$ cat src/rtl/mandel_pixel_scheduler.sv
// ============================================================================
// Module   : mandel_pixel_scheduler
// Brief    : Raster sequencer feeding a Mandelbrot depth calculator one pixel
//            at a time and streaming (x, y, depth) tuples downstream.
// Revision : 1.0 - initial release
// ============================================================================
`default_nettype none

module mandel_pixel_scheduler #(
  parameter int FRAC        = 28,
  parameter int WORD_LENGTH = 32,
  parameter int H_RES       = 640,
  parameter int V_RES       = 480
) (
  input  logic                   sysclk,
  input  logic                   reset_n,
  input  logic                   frame_start,
  input  logic [WORD_LENGTH-1:0] re_min,
  input  logic [WORD_LENGTH-1:0] im_max,
  input  logic [WORD_LENGTH-1:0] step,
  input  logic [9:0]             max_iter_in,
  output logic                   calc_start,
  output logic [9:0]             calc_x,
  output logic [8:0]             calc_y,
  output logic [WORD_LENGTH-1:0] calc_re_c,
  output logic [WORD_LENGTH-1:0] calc_im_c,
  output logic [9:0]             calc_max_iter,
  input  logic                   calc_done,
  input  logic [9:0]             calc_depth,
  output logic                   pix_valid,
  input  logic                   pix_ready,
  output logic [9:0]             pix_x,
  output logic [8:0]             pix_y,
  output logic [9:0]             pix_depth,
  output logic                   pix_last,
  output logic                   busy,
  output logic                   frame_done
);

  if (FRAC >= WORD_LENGTH || H_RES > 1024 || V_RES > 512 || H_RES < 1 || V_RES < 1)
  begin : g_param_check
    $error("mandel_pixel_scheduler: illegal parameter combination");
  end

  localparam logic [9:0] X_LAST = 10'(H_RES - 1);
  localparam logic [8:0] Y_LAST = 9'(V_RES - 1);

  typedef enum logic [1:0] {
    S_IDLE  = 2'd0,
    S_ISSUE = 2'd1,
    S_WAIT  = 2'd2,
    S_EMIT  = 2'd3
  } state_t;

  state_t                 state_q, state_d;
  logic [9:0]             x_q, x_d;
  logic [8:0]             y_q, y_d;
  logic [WORD_LENGTH-1:0] re_q, re_d;
  logic [WORD_LENGTH-1:0] im_q, im_d;
  logic [WORD_LENGTH-1:0] re_min_q, re_min_d;
  logic [WORD_LENGTH-1:0] step_q, step_d;
  logic [9:0]             max_iter_q, max_iter_d;
  logic                   done_q, done_d;
  logic                   pix_valid_q, pix_valid_d;
  logic [9:0]             pix_x_q, pix_x_d;
  logic [8:0]             pix_y_q, pix_y_d;
  logic [9:0]             pix_depth_q, pix_depth_d;
  logic                   pix_last_q, pix_last_d;
  logic                   busy_q, busy_d;
  logic                   frame_done_q, frame_done_d;

  always_comb begin
    state_d      = state_q;
    x_d          = x_q;
    y_d          = y_q;
    re_d         = re_q;
    im_d         = im_q;
    re_min_d     = re_min_q;
    step_d       = step_q;
    max_iter_d   = max_iter_q;
    done_d       = calc_done;
    pix_valid_d  = pix_valid_q;
    pix_x_d      = pix_x_q;
    pix_y_d      = pix_y_q;
    pix_depth_d  = pix_depth_q;
    pix_last_d   = pix_last_q;
    busy_d       = busy_q;
    frame_done_d = 1'b0;

    case (state_q)
      S_IDLE: begin
        if (frame_start) begin
          re_min_d   = re_min;
          step_d     = step;
          max_iter_d = max_iter_in;
          x_d        = '0;
          y_d        = '0;
          re_d       = re_min;
          im_d       = im_max;
          busy_d     = 1'b1;
          state_d    = S_ISSUE;
        end
      end
      S_ISSUE: state_d = S_WAIT;
      S_WAIT: begin
        // Only a fresh rise counts; a done level left over from the previous
        // pixel stays high across ISSUE and must not be taken as this result.
        if (calc_done && !done_q) begin
          pix_depth_d = calc_depth;
          pix_x_d     = x_q;
          pix_y_d     = y_q;
          pix_last_d  = (x_q == X_LAST) && (y_q == Y_LAST);
          pix_valid_d = 1'b1;
          state_d     = S_EMIT;
        end
      end
      S_EMIT: begin
        if (pix_ready) begin
          pix_valid_d = 1'b0;
          if (pix_last_q) begin
            busy_d       = 1'b0;
            frame_done_d = 1'b1;
            state_d      = S_IDLE;
          end else begin
            if (x_q == X_LAST) begin
              x_d  = '0;
              y_d  = y_q + 9'd1;
              re_d = re_min_q;
              im_d = im_q - step_q;
            end else begin
              x_d  = x_q + 10'd1;
              re_d = re_q + step_q;
            end
            state_d = S_ISSUE;
          end
        end
      end
      default: state_d = S_IDLE;
    endcase
  end

  always_ff @(posedge sysclk or negedge reset_n) begin
    if (!reset_n) begin
      state_q      <= S_IDLE;
      x_q          <= '0;
      y_q          <= '0;
      re_q         <= '0;
      im_q         <= '0;
      re_min_q     <= '0;
      step_q       <= '0;
      max_iter_q   <= '0;
      done_q       <= 1'b0;
      pix_valid_q  <= 1'b0;
      pix_x_q      <= '0;
      pix_y_q      <= '0;
      pix_depth_q  <= '0;
      pix_last_q   <= 1'b0;
      busy_q       <= 1'b0;
      frame_done_q <= 1'b0;
    end else begin
      state_q      <= state_d;
      x_q          <= x_d;
      y_q          <= y_d;
      re_q         <= re_d;
      im_q         <= im_d;
      re_min_q     <= re_min_d;
      step_q       <= step_d;
      max_iter_q   <= max_iter_d;
      done_q       <= done_d;
      pix_valid_q  <= pix_valid_d;
      pix_x_q      <= pix_x_d;
      pix_y_q      <= pix_y_d;
      pix_depth_q  <= pix_depth_d;
      pix_last_q   <= pix_last_d;
      busy_q       <= busy_d;
      frame_done_q <= frame_done_d;
    end
  end

  assign calc_start    = (state_q == S_ISSUE);
  assign calc_x        = x_q;
  assign calc_y        = y_q;
  assign calc_re_c     = re_q;
  assign calc_im_c     = im_q;
  assign calc_max_iter = max_iter_q;
  assign pix_valid     = pix_valid_q;
  assign pix_x         = pix_x_q;
  assign pix_y         = pix_y_q;
  assign pix_depth     = pix_depth_q;
  assign pix_last      = pix_last_q;
  assign busy          = busy_q;
  assign frame_done    = frame_done_q;

endmodule

`default_nettype wire

$ cat config.mk
export PLATFORM = sky130hd
export DESIGN_NAME = mandel_pixel_scheduler
export DESIGN_NICKNAME = d
export VERILOG_FILES = /design/src/rtl/mandel_pixel_scheduler.sv
export SDC_FILE = /design/constraint.sdc
export NUM_CORES = 1
export LEC_CHECK = 0
export CAP_MARGIN = 20
export CORE_UTILIZATION = 49
export CTS_BUF_LIST = sky130_fd_sc_hd__clkbuf_8
export CTS_CLUSTER_DIAMETER = 40
export DETAILED_ROUTE_END_ITERATION = 7
export PLACE_DENSITY_LB_ADDON = 0.2
export SYNTH_ARGS = -nofsm -noshare
export SYNTH_HDL_FRONTEND = slang
export SYNTH_SLANG_ARGS = --single-unit
$ cat constraint.sdc
create_clock -name sysclk -period 3.5 [get_ports sysclk]
set_input_delay 0.525 -clock sysclk [delete_from_list [all_inputs] [get_ports sysclk]]
set_output_delay 0.525 -clock sysclk [all_outputs]
set_load 0.1 [all_outputs]
==> run_summary.xml, run 1 <==
<?xml version="1.0" encoding="UTF-8"?>
<metrics>
  <group name="floorplan">
    <metric name="die_area" unit="um2">23600</metric>
    <metric name="design.core.area" unit="um2">22600</metric>
    <metric name="die_y" unit="um">154</metric>
    <metric name="start_util" unit="%">50.0</metric>
    <metric name="die_span_in_x" unit="um">154</metric>
    <metric name="num_rows" unit="">55</metric>
    <metric name="i_o_pin_count" unit="">248</metric>
  </group>
  <group name="yosys">
    <metric name="yosysMostFrequentCell" unit="">sky130_fd_sc_hd__dfrtp_1</metric>
    <metric name="synth-async-reset-ratio" unit="%">100</metric>
    <metric name="syn_inst" unit="">1096</metric>
    <metric name="post_synth_edffs" unit="">0</metric>
    <metric name="yosysWarnings" unit="">0</metric>
    <metric name="synth.distinct_cells" unit="">81</metric>
    <metric name="postSynthNetCount" unit="">1287</metric>
    <metric name="synthDominantAreaCellType" unit="">sky130_fd_sc_hd__dfrtp_1</metric>
    <metric name="synth_seq_area_share" unit="%">42.8</metric>
    <metric name="synth_common_cells" unit="">193 x sky130_fd_sc_hd__dfrtp_1, 103 x sky130_fd_sc_hd__mux2_2, 91 x sky130_fd_sc_hd__a21oi_1</metric>
    <metric name="synth.avg_cell_area" unit="um2">10.3</metric>
    <metric name="synth_top_flop_cell" unit="">sky130_fd_sc_hd__dfrtp_1</metric>
    <metric name="ys_top_cells_by_area" unit="">sky130_fd_sc_hd__dfrtp_1 43%, sky130_fd_sc_hd__mux2_2 10%, sky130_fd_sc_hd__ha_1 7.5%</metric>
    <metric name="ys_ff_latch" unit="">193</metric>
    <metric name="synth_top_cell_area_share" unit="%">42.8</metric>
    <metric name="synth.cell_area" unit="um2">11300</metric>
  </group>
  <group name="global_route">
    <metric name="grt_use_met1" unit="%">38.0</metric>
    <metric name="vias_in_the_first_global_route" unit="">8992</metric>
    <metric name="antenna_found_initial" unit="">1</metric>
    <metric name="grtUsageMet2" unit="%">40.1</metric>
    <metric name="grt_pass1_wl" unit="um">48200</metric>
    <metric name="grt_util_met3" unit="%">3.97</metric>
    <metric name="globalRoute.totalOverflow" unit="">0</metric>
    <metric name="globalRouteTotalUtil" unit="%">26.1</metric>
    <metric name="pin_count_of_the_biggest_net_entering_global_routing" unit="">82</metric>
    <metric name="globalRoute.busiestLayer" unit="">met2</metric>
  </group>
  <group name="cells_and_area">
    <metric name="synthToLayoutAreaGrowth" unit="%">28.4</metric>
    <metric name="nNetsFinal" unit="">1522</metric>
    <metric name="n_antenna_cell" unit="">0</metric>
    <metric name="utilization" unit="%">64.2</metric>
    <metric name="drive_gt1_share" unit="%">15.0</metric>
  </group>
  <group name="worst_setup_path">
    <metric name="cp_max_fo" unit="">3</metric>
    <metric name="timing_worst_setup_path_type" unit="">flop to flop</metric>
    <metric name="critPathRequiredTime" unit="ns">3.81</metric>
    <metric name="startpoint_type" unit="">flop</metric>
    <metric name="setup.worst_path.end_class" unit="">flop</metric>
    <metric name="startpoint" unit="">calc_re_c[0]</metric>
    <metric name="cp_data_arrival_time" unit="ns">3.56</metric>
    <metric name="reg_to_reg_start" unit="">calc_re_c[0]</metric>
  </group>
  <group name="routing">
    <metric name="drt_pre_antenna_iters" unit="">8</metric>
    <metric name="num_vias" unit="">9207</metric>
    <metric name="drc" unit="">0</metric>
    <metric name="drt-initial-drc-count" unit="">510</metric>
    <metric name="via_per_inst" unit="">5.65</metric>
    <metric name="ant_nets" unit="">0</metric>
    <metric name="detail_route.wl_per_cell" unit="um">18.4</metric>
    <metric name="wirelength" unit="um">30000</metric>
  </group>
  <group name="sta">
    <metric name="hold_viol" unit="">0</metric>
    <metric name="slew_violations" unit="">0</metric>
    <metric name="normalized_max_slew_margin" unit="%">29.7</metric>
    <metric name="max_slew.worst_pin.slew" unit="ns">1.05</metric>
    <metric name="rsz_0062_raised_after_global_routing" unit="">no</metric>
    <metric name="setup-tns-final" unit="ns">0</metric>
    <metric name="post-route-period-util" unit="%">93.0</metric>
    <metric name="report.final.setup_viol" unit="">0</metric>
    <metric name="layout_min_cycle_time" unit="ns">3.25</metric>
    <metric name="max_clock_freq" unit="GHz">0.307</metric>
    <metric name="whs" unit="ns">0.0952</metric>
    <metric name="finalClockSkew" unit="ns">0.0218</metric>
  </group>
  <group name="status">
    <metric name="status" unit="">complete, no violations</metric>
  </group>
  <group name="cts">
    <metric name="maximum_buffer_depth_of_the_clock_tree" unit="">2</metric>
    <metric name="cts-buffers-inserted" unit="">17</metric>
    <metric name="cts_hold_buf" unit="">0</metric>
    <metric name="postCtsSetupBuffers" unit="">0</metric>
    <metric name="clk-insertion-delay-late" unit="ns">0.47</metric>
    <metric name="clkSlewWorstSetupHoldPaths" unit="ns">0.11</metric>
    <metric name="cts_tree" unit="">yes</metric>
    <metric name="cts.htree.levels" unit="">4</metric>
    <metric name="postCtsResizedCells" unit="">0</metric>
    <metric name="cts_num_sinks" unit="">193</metric>
    <metric name="clock_tree.root_cell" unit="">sky130_fd_sc_hd__clkbuf_8</metric>
  </group>
  <group name="flow_run">
    <metric name="timing.max_cap.violations" unit="">0</metric>
  </group>
  <group name="placed_design">
    <metric name="port_buffers" unit="">247</metric>
    <metric name="gpl.final_weighted_congestion" unit="">0.910</metric>
    <metric name="hpwlAfterDp" unit="um">22300</metric>
  </group>
  <group name="hold_path">
    <metric name="worstHoldPathType" unit="">primary input to async pin</metric>
  </group>
</metrics>
-- metrics by stage --
stage          worst slack, ns  cell area [um2]  std cells
3_5_place_dp             0.193            14100       1597
2_1_floorplan            0.121            11300       1096
3_3_place_gp             0.234            14100       1597
5_1_grt                 0.0730            14500       1629
4_1_cts                  0.161            14500       1629
6_report                 0.246            14500       1629
-- logic make-up after synthesis --
logic type | synth area share [%]
AO/OA/AOI/OAI | 18.7
AND/OR/NAND/NOR | 10.3
flip-flops | 42.8
adder cells (fa/ha/maj) | 7.90
XOR/XNOR | 5.05
buffers and inverters | 3.51
multiplexers | 11.7
-- worst max-delay path: stages, from the launching register on --
cell                       delay, ns
sky130_fd_sc_hd__dfrtp_2        0.43
sky130_fd_sc_hd__ha_1           0.24
sky130_fd_sc_hd__fa_1           0.42
sky130_fd_sc_hd__a21oi_2        0.21
sky130_fd_sc_hd__o211ai_1       0.14
sky130_fd_sc_hd__a2111o_1       0.49
sky130_fd_sc_hd__a41oi_2        0.31
sky130_fd_sc_hd__o41ai_4        0.13
sky130_fd_sc_hd__a311oi_2       0.32
sky130_fd_sc_hd__o21a_2         0.19
sky130_fd_sc_hd__xor2_1         0.15
sky130_fd_sc_hd__o21ai_0        0.10
-- cell type report --
cell class / instances / area (um2)
Fill cell: 1837 / 8090
Multi-Input combinational cell: 806 / 6070
Sequential cell: 193 / 4830
Timing Repair Buffer: 263 / 2650
Tap cell: 285 / 357
Clock buffer: 18 / 248
Inverter: 50 / 188
Clock inverter: 14 / 135
-- registers in the layout, indices dropped and copies added, names as in the netlist, 2 cells and up --
signal,count
calc_im_c,32
calc_max_iter,10
calc_re_c,32
calc_x,10
calc_y,9
pix_depth,10
pix_x,10
pix_y,9
re_min_q,32
state_q,2
step_q,32
-- worst paths after layout --
kind                                  to  cells past startpoint  slack (ns)
setup / recovery           calc_re_c[28]                     11        0.25
hold / removal             calc_im_c[22]                      1         0.1
setup reg to reg           calc_re_c[28]                     11        0.25
hold reg to reg            calc_re_c[14]                      2        0.51
max in group asynchronous      calc_x[0]                      2        2.58
min in group sysclk        calc_re_c[14]                      2        0.51
-- placed cells by master, fill, tap and decap left out, types with 4 or more instances in the layout --
master	n
sky130_fd_sc_hd__dfrtp_1	192
sky130_fd_sc_hd__o21bai_1	8
sky130_fd_sc_hd__a21oi_2	6
sky130_fd_sc_hd__nand2b_1	10
sky130_fd_sc_hd__o21a_1	10
sky130_fd_sc_hd__inv_8	4
sky130_fd_sc_hd__or3_1	4
sky130_fd_sc_hd__inv_6	5
sky130_fd_sc_hd__a21o_1	34
sky130_fd_sc_hd__inv_1	49
sky130_fd_sc_hd__mux2_2	103
sky130_fd_sc_hd__a222oi_1	18
sky130_fd_sc_hd__a21oi_1	90
sky130_fd_sc_hd__clkbuf_8	19
sky130_fd_sc_hd__ha_1	67
sky130_fd_sc_hd__nand3_1	11
sky130_fd_sc_hd__a31oi_1	7
sky130_fd_sc_hd__a22oi_1	8
sky130_fd_sc_hd__a21o_2	4
sky130_fd_sc_hd__xor2_1	35
sky130_fd_sc_hd__nand2_1	86
sky130_fd_sc_hd__xnor2_1	30
sky130_fd_sc_hd__clkdlybuf4s50_1	243
sky130_fd_sc_hd__nor2b_1	10
sky130_fd_sc_hd__a221o_1	8
sky130_fd_sc_hd__buf_4	14
sky130_fd_sc_hd__and4_1	4
sky130_fd_sc_hd__nand4_1	11
sky130_fd_sc_hd__o21ai_0	76
sky130_fd_sc_hd__buf_12	5
sky130_fd_sc_hd__and3_1	11
sky130_fd_sc_hd__nor2_1	59
sky130_fd_sc_hd__mux2i_1	14
sky130_fd_sc_hd__nor3_1	10
-- routing by layer --
layer,routed length (um),vias up,part of all wire [%]
met2,13600,241,45
met4,540,0,1.8
met3,1300,31,4.3
met5,0,-,0
met1,14600,4476,49
li1,-,4459,-
Power of run 1 is not shown: default switching activity piles up to over one toggle a cycle in this logic, so the estimate is an artifact.
==> inputs of run 2 (changes only) <==
--- a/config.mk
+++ b/config.mk
@@ -7,7 +7,7 @@
 export LEC_CHECK = 0
 export CAP_MARGIN = 20
 export CORE_UTILIZATION = 49
-export CTS_BUF_LIST = sky130_fd_sc_hd__clkbuf_8
+export CTS_BUF_LIST = sky130_fd_sc_hd__clkbuf_4 sky130_fd_sc_hd__clkbuf_8 sky130_fd_sc_hd__clkbuf_16
 export CTS_CLUSTER_DIAMETER = 40
 export DETAILED_ROUTE_END_ITERATION = 7
 export PLACE_DENSITY_LB_ADDON = 0.2
==> run 2 against run 1 <==
Compared with the run above:
- maximum frequency grew 0.35%
- die area stayed put
- global-route usage increased by 0.23 points
- register-to-register slack about the same
- via count up 0.50%
- cell area rose by 1.3%
- non-clock buffer count is the same
==> run_summary.xml, run 2 (synthesis gave the netlist of run 1 again) <==
<?xml version="1.0" encoding="UTF-8"?>
<metrics>
  <group name="worst_setup_path">
    <metric name="timing_worst_setup_path_type" unit="">flop to flop</metric>
    <metric name="regToRegSetupSlack" unit="ns">0.26</metric>
    <metric name="crit_path_top_delay_cell" unit="">sky130_fd_sc_hd__a2111o_1</metric>
    <metric name="cp_slowest_stage_delay" unit="ns">0.48</metric>
    <metric name="cp_data_arrival_time" unit="ns">3.51</metric>
    <metric name="setup.worst_path.end_class" unit="">flop</metric>
    <metric name="cp_max_fo" unit="">3</metric>
    <metric name="cells_along_the_critical_path" unit="">ha_1 &gt; fa_1 &gt; a21oi_2 &gt; o211ai_1 &gt; a2111o_1 &gt; a41oi_2 &gt; o41ai_4 &gt; a311oi_2 &gt; o21a_2 &gt; xor2_1 &gt; o21ai_0</metric>
    <metric name="startpoint_type" unit="">flop</metric>
    <metric name="critPathRequiredTime" unit="ns">3.77</metric>
  </group>
  <group name="cts">
    <metric name="cts.htree.levels" unit="">4</metric>
    <metric name="cts-buffers-inserted" unit="">17</metric>
    <metric name="cts_tree" unit="">yes</metric>
    <metric name="clkSlewWorstSetupHoldPaths" unit="ns">0.08</metric>
    <metric name="clock_tree.root_cell" unit="">sky130_fd_sc_hd__clkbuf_16</metric>
    <metric name="clk-insertion-delay-late" unit="ns">0.43</metric>
    <metric name="cts_num_sinks" unit="">193</metric>
    <metric name="postCtsSetupBuffers" unit="">0</metric>
    <metric name="maximum_buffer_depth_of_the_clock_tree" unit="">2</metric>
  </group>
  <group name="cells_and_area">
    <metric name="n_antenna_cell" unit="">0</metric>
    <metric name="final_common_cell" unit="">sky130_fd_sc_hd__clkdlybuf4s50_1</metric>
    <metric name="nNetsFinal" unit="">1522</metric>
    <metric name="drive_gt1_share" unit="%">15.0</metric>
    <metric name="finalNonFillerCells" unit="">1629</metric>
    <metric name="mostFrequentLayoutCells" unit="">243 x sky130_fd_sc_hd__clkdlybuf4s50_1, 192 x sky130_fd_sc_hd__dfrtp_1, 103 x sky130_fd_sc_hd__mux2_2</metric>
    <metric name="synthToLayoutAreaGrowth" unit="%">30.1</metric>
  </group>
  <group name="floorplan">
    <metric name="design.core.area" unit="um2">22600</metric>
    <metric name="start_util" unit="%">50.0</metric>
    <metric name="die_y" unit="um">154</metric>
    <metric name="die_area" unit="um2">23600</metric>
    <metric name="num_rows" unit="">55</metric>
    <metric name="i_o_pin_count" unit="">248</metric>
    <metric name="die_span_in_x" unit="um">154</metric>
  </group>
  <group name="global_route">
    <metric name="vias_in_the_first_global_route" unit="">9129</metric>
    <metric name="grt_pass1_wl" unit="um">48700</metric>
    <metric name="pin_count_of_the_biggest_net_entering_global_routing" unit="">82</metric>
    <metric name="globalRouteTotalUtil" unit="%">26.3</metric>
    <metric name="antenna_found_initial" unit="">1</metric>
    <metric name="globalRoute.totalOverflow" unit="">0</metric>
  </group>
  <group name="sta">
    <metric name="layout_min_cycle_time" unit="ns">3.24</metric>
    <metric name="max_slew.worst_pin.slew" unit="ns">1.05</metric>
    <metric name="hold_viol" unit="">0</metric>
    <metric name="slew_violations" unit="">0</metric>
    <metric name="report.final.setup_viol" unit="">0</metric>
    <metric name="rsz_0062_raised_after_global_routing" unit="">no</metric>
    <metric name="max_clock_freq" unit="GHz">0.308</metric>
    <metric name="finalClockSkew" unit="ns">0.0117</metric>
    <metric name="setup-tns-final" unit="ns">0</metric>
    <metric name="normalized_max_slew_margin" unit="%">30.1</metric>
    <metric name="post-route-period-util" unit="%">92.6</metric>
    <metric name="whs" unit="ns">0.135</metric>
  </group>
  <group name="hold_path">
    <metric name="worstHoldPathType" unit="">primary input to async pin</metric>
  </group>
  <group name="routing">
    <metric name="wirelength" unit="um">30200</metric>
    <metric name="ant_nets" unit="">0</metric>
    <metric name="drt_pre_antenna_iters" unit="">5</metric>
    <metric name="detail_route.wl_per_cell" unit="um">18.6</metric>
    <metric name="drc" unit="">0</metric>
    <metric name="drt-initial-drc-count" unit="">537</metric>
    <metric name="via_per_inst" unit="">5.68</metric>
    <metric name="num_vias" unit="">9253</metric>
  </group>
  <group name="placed_design">
    <metric name="gpl.final_weighted_congestion" unit="">0.910</metric>
    <metric name="port_buffers" unit="">247</metric>
    <metric name="placed_cells" unit="">1597</metric>
    <metric name="hpwlAfterDp" unit="um">22300</metric>
  </group>
  <group name="flow_run">
    <metric name="timing.max_cap.violations" unit="">0</metric>
  </group>
  <group name="status">
    <metric name="status" unit="">complete, no violations</metric>
  </group>
</metrics>
run 2: cell counts in the layout (fill, tap and decap cells not counted):
Identical to the previous run, type by type.
run 2: worst paths after layout:
| path | end | from | cells after the start |
|---|---|---|---|
| min in group sysclk | calc_re_c[14] | re_min_q[14] | 2 |
| worst min-delay path | calc_im_c[22] | reset_n | 1 |
| worst max-delay path | calc_re_c[28] | calc_re_c[0] | 11 |
| max in group asynchronous | re_min_q[6] | reset_n | 2 |
| worst min register to register | calc_re_c[14] | re_min_q[14] | 2 |
| worst max register to register | calc_re_c[28] | calc_re_c[0] | 11 |
run 2: repair_timing:
action	CTS	global route
gates resized for setup	0	1
hold buffers	0	0
endpoints found under the setup margin	0	1
hold endpoints to repair	0	0
run 2: routing by layer:
layer  wire, um  global-route usage, %  vias up
met5          0                      0        -
met4        625                   7.62        0
met3       1400                   4.23       40
met2      13700                   40.7      251
met1      14500                   38.0     4497
li1           -                      -     4465
run 2: critical path, delay by kind of cell, from the launching register on:
family          cells  cell delay (ns)
fa+ha+maj           2             0.65
compound gates      8             1.85
xor+xnor            1             0.15
flops               1             0.42
run 2: final cells by class:
| type | instances | area (um2) |
|---|---|---|
| Fill cell | 1807 | 7900 |
| Inverter | 50 | 188 |
| Sequential cell | 193 | 4830 |
| Clock buffer | 18 | 439 |
| Clock inverter | 14 | 135 |
| Timing Repair Buffer | 263 | 2650 |
| Tap cell | 285 | 357 |
| Multi-Input combinational cell | 806 | 6070 |
run 2: stage by stage:
step,area [um2],util (%),worst slack (ns)
CTS,14700,65.0,0.165
finish,14700,65.0,0.258
floorplan,11300,-,0.121
global route,14700,65.0,0.0787
global placement,14100,62.5,0.234
detailed placement,14100,62.5,0.193
Power of run 2 is left out for the same reason.
==> inputs of run 3 (changes only) <==
--- a/config.mk
+++ b/config.mk
@@ -11,6 +11,7 @@
 export CTS_CLUSTER_DIAMETER = 40
 export DETAILED_ROUTE_END_ITERATION = 7
 export PLACE_DENSITY_LB_ADDON = 0.2
+export SKIP_CTS_REPAIR_TIMING = 1
 export SYNTH_ARGS = -nofsm -noshare
 export SYNTH_HDL_FRONTEND = slang
 export SYNTH_SLANG_ARGS = --single-unit
==> results of run 3 <==
Final layout, timing and power as in run 2 (identical DEF).
Power of run 3 is left out for the same reason.
